$ cat src/rtl/cpu_pkg.sv
// Shared CPU-side definitions: loader FSM state encoding, default sync marker
// and instruction word/address widths.
package cpu_pkg;

  localparam int WORD_W = 16;
  localparam int ADDR_W = 16;

  localparam logic [7:0] SYNC_BYTE_DEF = 8'hA5;

  typedef enum logic [3:0] {
    ST_IDLE,
    ST_ADDR_H,
    ST_ADDR_L,
    ST_LEN_H,
    ST_LEN_L,
    ST_DATA_H,
    ST_DATA_L,
    ST_CSUM,
    ST_RUN_WAIT,
    ST_RUN
  } loader_state_e;

endpackage

$ cat src/rtl/prog_loader_if.sv
// Byte-stream receive handshake plus instruction-memory write port of the loader.
interface prog_loader_if;
  import cpu_pkg::*;

  logic [7:0]        rx_data;
  logic              rx_valid;
  logic              rx_ready;
  logic [ADDR_W-1:0] mem_addr;
  logic [WORD_W-1:0] mem_wrdata;
  logic              mem_wen;

  modport master (
    output rx_data, rx_valid,
    input  rx_ready, mem_addr, mem_wrdata, mem_wen
  );

  modport slave (
    input  rx_data, rx_valid,
    output rx_ready, mem_addr, mem_wrdata, mem_wen
  );

endinterface

$ cat src/rtl/prog_loader_csum.sv
// 8-bit running checksum for the loader frame; zero reports whether the sum
// including the byte currently presented on data would be 8'h00.
module loader_csum (
  input  logic       clk,
  input  logic       reset,
  input  logic       clr,
  input  logic       add,
  input  logic [7:0] data,
  output logic       zero
);

  logic [7:0] sum;

  always_ff @(posedge clk) begin
    if (reset || clr) sum <= 8'h00;
    else if (add)     sum <= 8'(sum + data);
  end

  // Looking through to the presented byte lets the check byte be judged on its own transfer.
  assign zero = (8'(sum + data) == 8'h00);

endmodule

$ cat src/rtl/prog_loader.sv
// Boot-time program loader: framed byte stream -> 16-bit instruction writes, CPU held until load OK.
// Optional checksum byte and sticky err enabled by defining PROG_LOADER_CSUM_EN.
//
// state       | meaning
// ST_IDLE     | hunting for SYNC, other bytes dropped
// ST_ADDR_H/L | latching start address
// ST_LEN_H/L  | latching word count
// ST_DATA_H/L | collecting hi/lo byte of a word, write on lo
// ST_CSUM     | waiting for checksum byte
// ST_RUN_WAIT | frame good, hold kept until run_req
// ST_RUN      | core released, SYNC starts a reload
module prog_loader
  import cpu_pkg::*;
#(
  parameter logic [7:0] SYNC_BYTE = SYNC_BYTE_DEF,
  parameter bit         AUTO_RUN  = 1'b1
) (
  input  logic              clk,
  input  logic              reset,
  prog_loader_if.slave      bus,
  input  logic              run_req,
  output logic              cpu_hold,
  output logic              done,
  output logic              err,
  output logic [ADDR_W-1:0] word_cnt
);

  loader_state_e state, state_next;

  logic              accept;
  logic              is_sync;
  logic              len_zero;
  logic              last_word;
  logic              sync_hit;
  logic              wr_fire;
  logic              frame_ok;
  logic              release_run;
  logic [ADDR_W-1:0] addr;
  logic [ADDR_W-1:0] len;
  logic [7:0]        data_hi;

  assign accept    = bus.rx_valid & bus.rx_ready;
  assign is_sync   = (bus.rx_data == SYNC_BYTE);
  assign len_zero  = ({len[15:8], bus.rx_data} == 16'h0000);
  assign last_word = (16'(word_cnt + 16'd1) == len);

`ifdef PROG_LOADER_CSUM_EN
  logic csum_zero;
  logic csum_add;
  logic frame_bad;

  assign csum_add = accept && (state != ST_IDLE) && (state != ST_RUN) && (state != ST_RUN_WAIT);

  loader_csum u_csum (
    .clk   (clk),
    .reset (reset),
    .clr   (sync_hit),
    .add   (csum_add),
    .data  (bus.rx_data),
    .zero  (csum_zero)
  );
`endif

  always_ff @(posedge clk) begin
    if (reset) state <= ST_IDLE;
    else       state <= state_next;
  end

  always_comb begin
    state_next  = state;
    sync_hit    = 1'b0;
    wr_fire     = 1'b0;
    frame_ok    = 1'b0;
    release_run = 1'b0;
`ifdef PROG_LOADER_CSUM_EN
    frame_bad   = 1'b0;
`endif
    case (state)
      ST_IDLE, ST_RUN: begin
        if (accept && is_sync) begin
          state_next = ST_ADDR_H;
          sync_hit   = 1'b1;
        end
      end
      ST_ADDR_H: if (accept) state_next = ST_ADDR_L;
      ST_ADDR_L: if (accept) state_next = ST_LEN_H;
      ST_LEN_H:  if (accept) state_next = ST_LEN_L;
      ST_LEN_L: begin
        if (accept) begin
          if (len_zero) begin
`ifdef PROG_LOADER_CSUM_EN
            state_next = ST_CSUM;
`else
            frame_ok = 1'b1;
`endif
          end else begin
            state_next = ST_DATA_H;
          end
        end
      end
      ST_DATA_H: if (accept) state_next = ST_DATA_L;
      ST_DATA_L: begin
        if (accept) begin
          wr_fire = 1'b1;
          if (last_word) begin
`ifdef PROG_LOADER_CSUM_EN
            state_next = ST_CSUM;
`else
            frame_ok = 1'b1;
`endif
          end else begin
            state_next = ST_DATA_H;
          end
        end
      end
`ifdef PROG_LOADER_CSUM_EN
      ST_CSUM: begin
        if (accept) begin
          if (csum_zero) begin
            frame_ok = 1'b1;
          end else begin
            frame_bad  = 1'b1;
            state_next = ST_IDLE;
          end
        end
      end
`endif
      ST_RUN_WAIT: begin
        if (run_req) begin
          state_next  = ST_RUN;
          release_run = 1'b1;
        end
      end
      default: state_next = ST_IDLE;
    endcase
    if (frame_ok) state_next = AUTO_RUN ? ST_RUN : ST_RUN_WAIT;
  end

  always_ff @(posedge clk) begin
    if (reset) begin
      bus.rx_ready   <= 1'b0;
      bus.mem_wen    <= 1'b0;
      bus.mem_addr   <= '0;
      bus.mem_wrdata <= '0;
      cpu_hold       <= 1'b1;
      done           <= 1'b0;
      word_cnt       <= '0;
      addr           <= '0;
      len            <= '0;
      data_hi        <= 8'h00;
    end else begin
      bus.rx_ready <= 1'b1;
      bus.mem_wen  <= 1'b0;
      done         <= 1'b0;
      if (sync_hit) begin
        word_cnt <= '0;
        cpu_hold <= 1'b1;
      end
      if (accept) begin
        case (state)
          ST_ADDR_H: addr[15:8] <= bus.rx_data;
          ST_ADDR_L: addr[7:0]  <= bus.rx_data;
          ST_LEN_H:  len[15:8]  <= bus.rx_data;
          ST_LEN_L:  len[7:0]   <= bus.rx_data;
          ST_DATA_H: data_hi    <= bus.rx_data;
          default: ;
        endcase
      end
      // Address wraps modulo 2^16 by construction.
      if (wr_fire) begin
        bus.mem_addr   <= addr;
        bus.mem_wrdata <= {data_hi, bus.rx_data};
        bus.mem_wen    <= 1'b1;
        addr           <= 16'(addr + 16'd1);
        word_cnt       <= 16'(word_cnt + 16'd1);
      end
      if (frame_ok) begin
        done <= 1'b1;
        if (AUTO_RUN) cpu_hold <= 1'b0;
      end
      if (release_run) cpu_hold <= 1'b0;
    end
  end

`ifdef PROG_LOADER_CSUM_EN
  always_ff @(posedge clk) begin
    if (reset)          err <= 1'b0;
    else if (sync_hit)  err <= 1'b0;
    else if (frame_bad) err <= 1'b1;
  end
`else
  assign err = 1'b0;
`endif

endmodule

$ cat src/flat_wrapper.sv
// flat-port wrapper written by rule: the top's interface ports become plain ports
module prog_loader_flat import cpu_pkg::*;
#(
  parameter logic [7:0] SYNC_BYTE = SYNC_BYTE_DEF,
  parameter bit         AUTO_RUN  = 1'b1
)
  (clk, reset, run_req, cpu_hold, done, err, word_cnt, bus_rx_data, bus_rx_valid, bus_rx_ready, bus_mem_addr, bus_mem_wrdata, bus_mem_wen);
  prog_loader_if bus_i ();
  input  logic clk;
  input  logic reset;
  input  logic run_req;
  output logic cpu_hold;
  output logic done;
  output logic err;
  output logic [ADDR_W-1:0] word_cnt;
  input wire logic [$bits(bus_i.rx_data)-1:0] bus_rx_data;
  input wire logic [$bits(bus_i.rx_valid)-1:0] bus_rx_valid;
  output wire logic [$bits(bus_i.rx_ready)-1:0] bus_rx_ready;
  output wire logic [$bits(bus_i.mem_addr)-1:0] bus_mem_addr;
  output wire logic [$bits(bus_i.mem_wrdata)-1:0] bus_mem_wrdata;
  output wire logic [$bits(bus_i.mem_wen)-1:0] bus_mem_wen;
  assign bus_i.rx_data = bus_rx_data;
  assign bus_i.rx_valid = bus_rx_valid;
  assign bus_rx_ready = bus_i.rx_ready;
  assign bus_mem_addr = bus_i.mem_addr;
  assign bus_mem_wrdata = bus_i.mem_wrdata;
  assign bus_mem_wen = bus_i.mem_wen;
  prog_loader #(.SYNC_BYTE(SYNC_BYTE), .AUTO_RUN(AUTO_RUN)) u_core (.clk(clk), .reset(reset), .bus(bus_i), .run_req(run_req), .cpu_hold(cpu_hold), .done(done), .err(err), .word_cnt(word_cnt));
endmodule
$ cat config.mk
export PLATFORM = sky130hd
export DESIGN_NAME = prog_loader_flat
export DESIGN_NICKNAME = d
export VERILOG_FILES = /design/src/rtl/cpu_pkg.sv /design/src/rtl/prog_loader_if.sv /design/src/rtl/prog_loader_csum.sv /design/src/rtl/prog_loader.sv /design/src/flat_wrapper.sv
export SDC_FILE = /design/constraint.sdc
export NUM_CORES = 1
export LEC_CHECK = 0
export CORE_ASPECT_RATIO = 2
export CORE_MARGIN = 2
export CORE_UTILIZATION = 50
export CTS_BUF_LIST = sky130_fd_sc_hd__clkbuf_2
export DETAILED_ROUTE_END_ITERATION = 6
export GPL_TIMING_DRIVEN = 0
export PLACE_DENSITY = 0.84
export SLEW_MARGIN = 20
export SYNTH_ARGS = -nofsm -noshare
export SYNTH_HDL_FRONTEND = slang
export SYNTH_HIERARCHICAL = 1
export SYNTH_SLANG_ARGS = --single-unit
$ cat constraint.sdc
create_clock -name clk -period 4 [get_ports clk]
set_clock_uncertainty 0.2 [all_clocks]
set_input_delay 0.8 -clock clk [delete_from_list [all_inputs] [get_ports clk]]
set_output_delay 0.8 -clock clk [all_outputs]
set_load 0.01 [all_outputs]
# After elaboration in Yosys (flattened, before gate mapping)
# Cells that the tools add are included.
# W data, S select, Z words.
# totals
wordCells	99
reg_bits	96
out_inout_bits	53
# op_classes
eq_ne	30
muxes	35
n_bitwise	1
add_sub_neg	2
reduce_logical	17
# ops
op	count
$mux W16	4
$mux W4	11
$add A16 B1 Y16 const B	2
$pmux W4 S8	1
$ne A3 B1 Y1 const B	7
$reduce_and A10 Y1	2
$eq A16 B16 Y1	1
$logic_not A16 Y1	1
$mux W1	16
$mux W8	2
$ne A2 B1 Y1 const B	7
$eq A4 B3 Y1 const B	3
$reduce_and A2 Y1	5
$eq A4 B2 Y1 const B	2
$eq A4 B4 Y1 const B	2
$eq A8 B8 Y1 const B	1
$reduce_bool A2 Y1	4
$ne A2 B2 Y1 const B	3
$ne A3 B3 Y1 const B	2
$eq A4 B1 Y1 const B	1
$logic_not A4 Y1	1
$reduce_or A2 Y1	2
$ne A3 B2 Y1 const B	1
$reduce_bool A3 Y1	1
3 further kinds	3

# Depth between registers and ports, before layout
# Gate-level depths: netlist (run 1).
# logic_depth
word_depth	7
depth_mapped	8
ltp_nobuf	7

# Least setup slack after synthesis (run 1)
# Ideal clock, no wire load.
# synth_path
kind	reg2reg
start	register u_core.word_cnt[0]
end	register u_core.cpu_hold
setup_ns	0.120
required_ns	3.680
arrival_time_ns	2.542
synth_period_minus_slack_ns	2.861
stages_incl_launch_ff	8
n_path_buf	0
slack_ns	1.139
cell_sequence	dfxtp_1 -> ha_1 -> nand3_1 -> nor4_1 -> a21oi_1 -> a311o_1 -> or4_1 -> a211o_1
# synth_via
elab_chain_len	7
elab_cells_between_ends	8
# synth_rtl
item	line	text
start, declared	prog_loader.sv:25	output logic [ADDR_W-1:0] word_cnt
start signal, assigned	prog_loader.sv:175	word_cnt <= 16'(word_cnt + 16'd1);
$add A16 B1 Y16 *	prog_loader.sv:45	assign last_word = (16'(word_cnt + 16'd1) == len);
$eq A16 B16 Y1 *	prog_loader.sv:45	
$mux W1 *	prog_loader.sv:105	if (last_word) begin
$mux W1 *	prog_loader.sv:103	if (accept) begin
$pmux W1 S2 *	prog_loader.sv:78	case (state)
$mux W1	prog_loader.sv:177	if (frame_ok) begin
$mux W1	prog_loader.sv:181	if (release_run) cpu_hold <= 1'b0;
end signal, assigned	prog_loader.sv:145	cpu_hold <= 1'b1;
end signal, assigned	prog_loader.sv:179	if (AUTO_RUN) cpu_hold <= 1'b0;
end signal, assigned	prog_loader.sv:181	
end, declared	prog_loader.sv:22	output logic cpu_hold,
# Mark *: on every way between the ends. The rest lies on a longest branch, timed or not.
# A chain may end at the register's enable or synchronous reset.

# Final worst setup path (run 1)
# layout_path
start	register u_core.state[2]
end	register u_core.bus.mem_addr[14]
# layout_via
elab_chain_len	2
# layout_rtl
item	line	text
start, declared	prog_loader.sv:28	loader_state_e state, state_next;
start signal, assigned	prog_loader.sv:66	else state <= state_next;
$eq A4 B3 Y1	prog_loader.sv:78	
$mux W1	prog_loader.sv:78	
end signal, assigned	prog_loader.sv:171	bus.mem_addr <= addr;
end, declared	prog_loader_if.sv:19	output rx_ready, mem_addr, mem_wrdata, mem_wen
# No other way between the ends.

==> results of run 1 <==
[layout make-up]
cell class | instances | area [um^2]
multi-input combinational | 458 | 2590
fill | 830 | 3710
clock buffer | 9 | 45.0
clock inverter | 7 | 77.6
buffer | 40 | 170
inverter | 6 | 22.5
timing repair buffer | 59 | 591
sequential | 96 | 1920
tap | 104 | 130
antenna | 1 | 2.50
[where the power goes]
part / switching (mW) / total, mW / internal, mW
registers: 0.000717 / 0.962 / 0.961
logic: 0.0424 / 0.0605 / 0.0180
clock network: 0.350 / 0.500 / 0.151
[logic make-up after synthesis]
| group | share of synthesized area, % |
|---|---|
| and+or+nand+nor | 27.1 |
| AOI/OAI and AO/OA | 18.0 |
| DFF | 40.9 |
| buffers and inverters | 4.11 |
| muxes | 5.33 |
| xor gates and xnor gates | 3.92 |
| adders and majority gates | 0.533 |
| other | 0.0799 |
[path summary, 6_finish.rpt]
check	to	slack, ns
worst max register to register	u_core/bus.mem_addr[14]	0.71
worst min-delay path	u_core/bus.mem_addr[5]	0.27
worst min register to register	u_core/bus.mem_addr[5]	0.27
worst max-delay path	u_core/bus.mem_addr[14]	0.71
[layer usage]
layer / wire [um] / track usage [%] / part of all wire, %
met5: 0 / 0 / 0
met4: 849 / 18.9 / 6.2
met3: 873 / 4.07 / 6.4
met2: 7170 / 47.7 / 52
met1: 4840 / 27.5 / 35
[cell usage after synthesis (all sizes together) (3+ instances only)]
cell and instances:
a21oi 71, nor4 13, and3 3, a31oi 5, or2 3, nand2b 6, clkbuf 29, dfxtp 96
nand3 16, a2bb2oi 5, xor2 6, inv 6, nand3b 9, a22oi 6, nor3 13, o21ai 25
mux2i 25, or3 8, nand2 102, a211oi 6, nor2 72, or4 6, buf 11, xnor2 15
o22ai 3, nand4 9
[state kept, by name, summed over array words and instances, names as in the netlist]
signal                 count
u_core/len                16
u_core/done                1
u_core/bus.mem_wrdata     16
u_core/bus.mem_wen         1
u_core/bus.rx_ready        1
u_core/addr               16
u_core/bus.mem_addr       16
u_core/data_hi             8
u_core/word_cnt           16
u_core/cpu_hold            1
u_core/state               4
[worst register-to-register path, stage by stage (launching register included)]
cell	delay [ns]
sky130_fd_sc_hd__dfxtp_1	0.39
sky130_fd_sc_hd__clkbuf_1	0.34
sky130_fd_sc_hd__inv_1	0.21
sky130_fd_sc_hd__nor3_2	0.81
sky130_fd_sc_hd__clkbuf_1	0.61
sky130_fd_sc_hd__clkbuf_1	0.40
sky130_fd_sc_hd__nand2_1	0.10
sky130_fd_sc_hd__a21oi_1	0.14
[cells in the final DEF, fill, tap and decap left out, types with 3 or more instances in the layout]
cell / synthesis / final
sky130_fd_sc_hd__a211oi_1: 6 / 6
sky130_fd_sc_hd__a21oi_1: 71 / 71
sky130_fd_sc_hd__a22oi_1: 6 / 6
sky130_fd_sc_hd__a2bb2oi_1: 5 / 5
sky130_fd_sc_hd__a31oi_1: 5 / 5
sky130_fd_sc_hd__and3_1: 3 / 3
sky130_fd_sc_hd__buf_1: 3 / 3
sky130_fd_sc_hd__buf_2: 4 / 4
sky130_fd_sc_hd__buf_4: 4 / 4
sky130_fd_sc_hd__clkbuf_1: 29 / 29
sky130_fd_sc_hd__clkbuf_2: 0 / 9
sky130_fd_sc_hd__clkdlybuf4s50_1: 0 / 59
sky130_fd_sc_hd__dfxtp_1: 96 / 96
sky130_fd_sc_hd__inv_1: 6 / 6
sky130_fd_sc_hd__mux2i_1: 25 / 25
sky130_fd_sc_hd__nand2_1: 102 / 102
sky130_fd_sc_hd__nand2b_1: 6 / 6
sky130_fd_sc_hd__nand3_1: 15 / 15
sky130_fd_sc_hd__nand3b_1: 9 / 9
sky130_fd_sc_hd__nand4_1: 8 / 8
sky130_fd_sc_hd__nor2_1: 72 / 72
sky130_fd_sc_hd__nor3_1: 13 / 12
sky130_fd_sc_hd__nor4_1: 12 / 12
sky130_fd_sc_hd__o21ai_0: 25 / 25
sky130_fd_sc_hd__o22ai_1: 3 / 3
sky130_fd_sc_hd__or2_2: 3 / 3
sky130_fd_sc_hd__or3_1: 7 / 7
sky130_fd_sc_hd__or4_1: 5 / 5
sky130_fd_sc_hd__xnor2_1: 15 / 15
sky130_fd_sc_hd__xor2_1: 6 / 6
[stage by stage]
step / setup WS [ns] / hold WS (ns) / power [mW] / setup TNS [ns]
CTS: 0.769 / 0.274 / 1.53 / 0
global route: 0.626 / 0.286 / 1.57 / 0
global placement: -0.122 / 0.242 / 1.04 / -3.30
floorplan: 1.14 / 0.231 / 1.01 / 0
finish: 0.713 / 0.270 / 1.52 / 0
detailed placement: 0.196 / 0.247 / 1.04 / 0
==> flow_results.org, run 1 <==
** Routing
- Detail-routed net length per standard cell :: 17.6 um
- In the routed design, unresolved DRC markers number 0.
- Using the TritonRoute via totals, the vias-per-cell ratio works out to 6.08.
- Total routed wirelength :: ~14 mm
- For this block, the initial DRC count from the detailed router was 687.
- The first detailed-routing pass ran for 6 iterations.
- Routed Antenna Nets :: 0
- Via total after detailed routing :: 4746

** GRT
- Global Route Usage Sum :: 26.8%
- The initial antenna violation count came to 1.
- Congestion Overflow GR :: 0
- First-pass GRT wire length :: 21.4 mm
- Pin count of the biggest net entering global routing :: 18
- The via count of the first global-routing pass came to 4452.

** Power
- Leakage power summed over all cells :: between 1.5 and 2 nW
- Total power divided by cell area :: around 270 nW/um^2
- VDD sags by at most 0.193 mV.

** Yosys
- Summing every instance area after synthesis gives around 4700 um^2.
- Share of Yosys cell area claimed by the top area cell type :: about two fifths
- Synthesized instance count :: 600
- Synth top area cells :: sky130_fd_sc_hd__dfxtp_1 41%, sky130_fd_sc_hd__nand2_1 8.2%, sky130_fd_sc_hd__a21oi_1 7.6%
- The most used flip-flop cell after synthesis is sky130_fd_sc_hd__dfxtp_1.
- Cell variety after synth :: 55
- Sequential cells were found to cover about 40% of the synthesized design area.
- Number of synthesized register bits :: 96
- Dividing the synthesized area by the synthesized cell count gives 7.82 um^2.
- EDFF count, synth :: 0
- Summed over all instances, the cell type with the most area after synthesis is sky130_fd_sc_hd__dfxtp_1.
- Counting flops with an async set or reset pin after synthesis yields a share of 0%.
- Synth warnings :: 6
- Net count after synthesis :: around 600

** Job
- Across the run, the number of max-cap violations was 0.

** STA
- Total count of hold-check failures in the final report :: 0
- Slew Limit Headroom :: 37.1%
- Subtracting the final worst setup slack from the clock period gives 3.29 ns.
- Timing would allow up to 304 MHz.
- Final setup violation count :: 0
- Least-Margin Pin Slew :: 0.939 ns
- Final cycle utilization of the critical path :: between 80% and 90%
- The number of pins with negative max-slew slack in the final report is 0.
- Unrepaired setup endpoints after global routing :: no

** Critical path
- WS Path Type :: flop to flop
- CP arrival :: between 3 and 4 ns
- Grouping stages by cell kind, the critical path spends the most delay in buffers and inverters.
- Delay of the slowest cell on the worst path :: 0.81 ns
- The slowest stage of the critical path is the sky130_fd_sc_hd__nor3_2 cell.
- Top fanout value on the critical path :: 10
- Counting cells, the worst reg-to-reg path comes to 7.
- Cell Chain, Critical Path :: clkbuf_1 -> inv_1 -> nor3_2 -> clkbuf_1 -> clkbuf_1 -> nand2_1 -> a21oi_1
- Cell with the most instances on the worst path :: sky130_fd_sc_hd__clkbuf_1
- Crit Reg-Reg Startpoint :: u_core/state[2]
- The critical path crosses 7 cells after its start point.
- STA classifies the critical path startpoint as a flop.
- CP Capture Type :: flop
- Number of buffer and inverter instances along the worst setup path :: 4
- CP required :: 4.30 ns
- CP startpoint :: u_core/state[2]

** Clocking
- The clock drives 96 sinks.
- The clock passes through at most 2 buffers.
- Hold buffer count at CTS :: 0
- TritonCTS built the clock tree.
- Source-to-sink clock delay at the later pin of the worst-skew pair :: 0.60 ns
- Number of buffers created by CTS :: 9
- Clock edge transition at the registers on the reported setup and hold paths :: 0.27 ns
- Maximum level of the CTS H-tree :: 3
- Total of cells resized after clock tree synthesis :: 0
- Post-CTS Setup Inserts :: 0
- Clock tree root driver cell :: sky130_fd_sc_hd__clkbuf_2

** Layout
- The count of cells in the finished layout, fillers not included, comes to 780.
- At the end of the flow, the number of nets in the layout was between 600 and 700.
- Share of cells above drive strength 1 :: under 10%
- Fraction of the core area covered by cells at the end of the flow :: 60.0%
- Post-route cell area :: 5550 um^2
- Compared with the post-synthesis result, the final layout area differs by 18.3%.

** Hold path
- Type of the most critical hold path :: flop to flop
- Worst hold stages :: 2
- In this run the most critical hold path is launched from u_core/bus.mem_addr[5].

** Floorplan
- X dimension of the die :: between 70 and 80 um
- Initial Utilization :: 50.7%
- Die area :: slightly above 10000 um^2
- The floorplan step set the die height to 141 um.
- In this run the count of I/O pins placed on the die edge is 65.
- After floorplanning, the core was divided into 50 placement rows.
- The total area inside the core boundary comes to 9260 um^2.

** Placement
- Once detailed placement completed, the half-perimeter wirelength came to 10.0 mm.
- Post-placement cell count :: 763
- Port Buffer Count :: between 50 and 60
- The congestion estimate from routability-driven global placement came to approximately 0.95.
- Dpl cell area :: between 5000 and 6000 um^2

** Outcome
- The flow ran to the end, and the final reports show no timing, DRC or antenna violations.
(Power assumes the default switching activity.)
==> inputs of run 2 (changes only) <==
- clock period: 4 -> 3.3 ns (I/O delays scaled with it)
==> run 2 against run 1 <==
Maximum frequency grew 3.2%. Clock-buffer cell count stayed put. Register-to-register slack worse by 0.60 ns. First-iteration DRC count increased by 2.3%. Global-route usage is the same. Flip-flop and latch count unchanged. Critical path type unchanged.
==> flow_results.org, run 2 (synthesis results as in run 1) <==
** STA
- Peak Freq :: 314 MHz (+3.2%)
- Final cycle utilization of the critical path :: 96.5% (+14 points)
- The final setup violation count came to 0 (unchanged).
- The number of pins with negative max-slew slack in the final report is 0 (unchanged).
- Least-Margin Pin Slew :: 0.813 ns (-0.126 ns)
- Slew Limit Headroom :: 45.1% (+8.0 points)
- Setup repair after global routing left no endpoint under its margin.
- The count of endpoints failing hold in the final timing report is 0 (unchanged).
- The clock period minus final worst setup slack was 3.18 ns (-0.103 ns).

** Critical path
- Number of cell instances on the worst register-to-register path :: 7 (unchanged)
- The worst path buffer plus inverter count was 1 (-3).
- Capture instance of the worst register-to-register path :: u_core/cpu_hold
- Slowest cell on crit path :: sky130_fd_sc_hd__nor4bb_1
- Cell family with most CP delay :: simple AND/OR/NAND/NOR gates
- The biggest fanout along the worst timing path came to 9 (-1).
- In this run the critical register-to-register path is launched from u_core/state[2].
- The worst setup path is launched from a flop.
- The arrival time at the worst endpoint was 3.50 ns (-0.09 ns).
- CP required :: 3.61 ns (-0.69 ns)
- Delay of the slowest cell on the worst path :: 0.71 ns (-0.10 ns)
- The setup path with the least slack is of type flop to flop.
- The critical path goes through clkbuf_1 -> nor4bb_1 -> nand3_1 -> a2111oi_4 -> nand2_1 -> or4_1 -> a211o_1.
- The worst setup path is captured at a flop.
- The worst setup slack for register-to-register paths is 0.12 ns (-0.60 ns).

** Placement
- The global placement routability congestion is 0.954 (unchanged).
- The count of input and output buffers was 59 (unchanged).
- DPL Wire Length :: 10.0 mm (unchanged)
- The placed standard-cell area was 5420 um^2 (unchanged).
- The number of cells after detailed placement is 763 (unchanged).

** GRT
- Global Route Usage Sum :: 26.8% (unchanged)
- The global-route congestion overflow total came to 0 (unchanged).
- Number of global-route vias before repair :: 4452 (unchanged)
- The initial antenna violation count came to 1 (unchanged).
- Pin count of the biggest net entering global routing :: 18 (unchanged)
- The first-pass GRT wire length is 21.4 mm (unchanged).

** Routing
- The routed via count divided by cell count is 6.12 (+0.61%).
- The number of vias after detailed routing came to 4775 (+0.61%).
- Detail-routed net length per standard cell :: 17.7 um (+0.47%)
- Routed Antenna Nets :: 0 (unchanged)
- Total routed wirelength :: 13.8 mm (+0.47%)
- The DRC violation count after routing came to 0 (unchanged).
- Drt first-iter violations :: 703 (+2.3%)
- The first-pass iteration count of the detailed router was 6 (unchanged).

** Power
- The reported leakage power was 1.80 nW (+0.70%).
- Total power divided by cell area :: 332 nW/um^2 (+21%)
- Worst ir drop on vdd :: 0.234 mV (+21%)
- Final Total Pwr :: 1.85 mW (+21%)
- Combinational cell fraction of total power :: 4.0% (about the same)
- Sequential Power Share :: 63.2% (about the same)
- Clk network pwr share :: 32.8% (about the same)
- Switching part of the total power :: 25.8% (about the same)
- Internal power :: 1.37 mW (+21%)
- Power dissipated by switching net loads :: 0.476 mW (+21%)

** Floorplan
- The effective utilization at floorplan is 50.7% (unchanged).
- The horizontal die dimension is 72.5 um (unchanged).
- Die area :: 10200 um^2 (unchanged)
- Placement Rows :: 50 (unchanged)
- Vertical die dimension :: 141 um (unchanged)
- The top-level I/O count came to 65 (unchanged).
- Core area :: 9260 um^2 (unchanged)

** Clocking
- Total of cells resized after clock tree synthesis :: 0 (unchanged)
- Number of buffers created by CTS :: 9 (unchanged)
- Source-to-sink clock delay at the later pin of the worst-skew pair :: 0.58 ns (-0.02 ns)
- Clock Sinks :: 96 (unchanged)
- TritonCTS clock tree :: yes
- Hold buffer count at CTS :: 0 (unchanged)
- Post-CTS Setup Inserts :: 0 (unchanged)
- The clock transition at the register clock pins on the worst setup and hold paths after CTS was 0.27 ns (about the same).
- Maximum level of the CTS H-tree :: 3 (unchanged)
- Clock tree root driver cell :: sky130_fd_sc_hd__clkbuf_2
- The maximum count of clock buffers along a single path came to 2 (unchanged).

** Layout
- Share of cells above drive strength 1 :: 5.04% (+0.15 points)
- Area added between synthesis and finish :: 18.6%
- Layout Nets :: 684 (unchanged)
- Most frequent cells in the layout :: 102 x sky130_fd_sc_hd__nand2_1, 96 x sky130_fd_sc_hd__dfxtp_1, 72 x sky130_fd_sc_hd__nor2_1, 71 x sky130_fd_sc_hd__a21oi_1, 59 x sky130_fd_sc_hd__clkdlybuf4s50_1
- The library cell used most frequently in the layout, excluding fill and tap cells, is sky130_fd_sc_hd__nand2_1.
- Post-route cell area :: 5570 um^2 (+0.23%)
- Filler-free cell count of the finished design :: 780 (unchanged)

** Job
- Maximum capacitance violations :: 0 (unchanged)

** Hold path
- The tightest min-delay check is of the input port to flop type.
- Endpoint of the worst hold-timing path :: u_core/bus.mem_wrdata[5]
- Hold_sp :: bus_rx_data[5]
- Worst hold stages :: 3 (+1)

** Outcome
- Run status :: finished, final reports clean
[run 2: cell types whose count changed in the layout (fill, tap and decap cells not counted)]
cell,delta
sky130_fd_sc_hd__nor3_4,+1
sky130_fd_sc_hd__nor4_1,-1
sky130_fd_sc_hd__nor4_2,+1
sky130_fd_sc_hd__nor3_2,-1
[run 2: cell type report]
cell class | instances | area, um^2
sequential | 96 | 1920
clock inverter | 7 | 77.6
inverter | 6 | 22.5
antenna | 1 | 2.50
clock buffer | 9 | 45.0
buffer | 40 | 170
multi-input combinational | 458 | 2610
fill | 829 | 3690
tap | 104 | 130
timing repair buffer | 59 | 591
[run 2: power by group through the flow]
stage	clock, mW	sequential [mW]	combinational [mW]
final	0.606	1.17	0.0744
after global routing	0.656	1.17	0.0775
after CTS	0.615	1.17	0.0711
after detailed placement	0	1.19	0.0710
after global placement	0	1.19	0.0697
after floorplan	0	1.19	0.0359
[run 2: how the worst max path moves through the flow]
stage | from | end | slack [ns] | depth (start not counted)
finish | u_core/state[2] | u_core/cpu_hold | 0.12 | 7
global placement | bus_rx_valid | u_core/bus.mem_wrdata[10] | -0.68 | 7
CTS | u_core/word_cnt[0] | u_core/cpu_hold | 0.07 | 7
floorplan | u_core/word_cnt[0] | u_core/cpu_hold | 0.44 | 7
global route | u_core/state[2] | u_core/cpu_hold | 0.005 | 7
detailed placement | bus_rx_data[6] | u_core/word_cnt[8] | -0.36 | 7
[run 2: worst register-to-register path, cell delays in order (launching register included)]
cell and delay, ns:
sky130_fd_sc_hd__dfxtp_1 0.38, sky130_fd_sc_hd__clkbuf_1 0.34, sky130_fd_sc_hd__nor4bb_1 0.71, sky130_fd_sc_hd__nand3_1 0.25, sky130_fd_sc_hd__a2111oi_4 0.44, sky130_fd_sc_hd__nand2_1 0.10, sky130_fd_sc_hd__or4_1 0.44, sky130_fd_sc_hd__a211o_1 0.27
[run 2: per-stage QoR]
stage | setup slack [ns] | utilization (%) | setup TNS (ns) | hold WS (ns)
global route | 0.00475 | 60.1 | 0 | 0.146
floorplan | 0.439 | - | 0 | 0.231
global placement | -0.682 | 58.5 | -29.79 | 0.242
finish | 0.115 | 60.1 | 0 | 0.171
detailed placement | -0.364 | 58.5 | -9.90 | 0.247
CTS | 0.0688 | 59.9 | 0 | 0.139
[run 2: routing by layer]
| layer | vias to the layer above | GRT usage [%] | share of wire [%] |
|---|---|---|---|
| li1 | 2253 | - | - |
| met5 | - | 0 | 0 |
| met2 | 266 | 47.7 | 53 |
| met3 | 63 | 4.07 | 7.0 |
| met4 | 0 | 18.9 | 5.7 |
| met1 | 2193 | 27.5 | 35 |
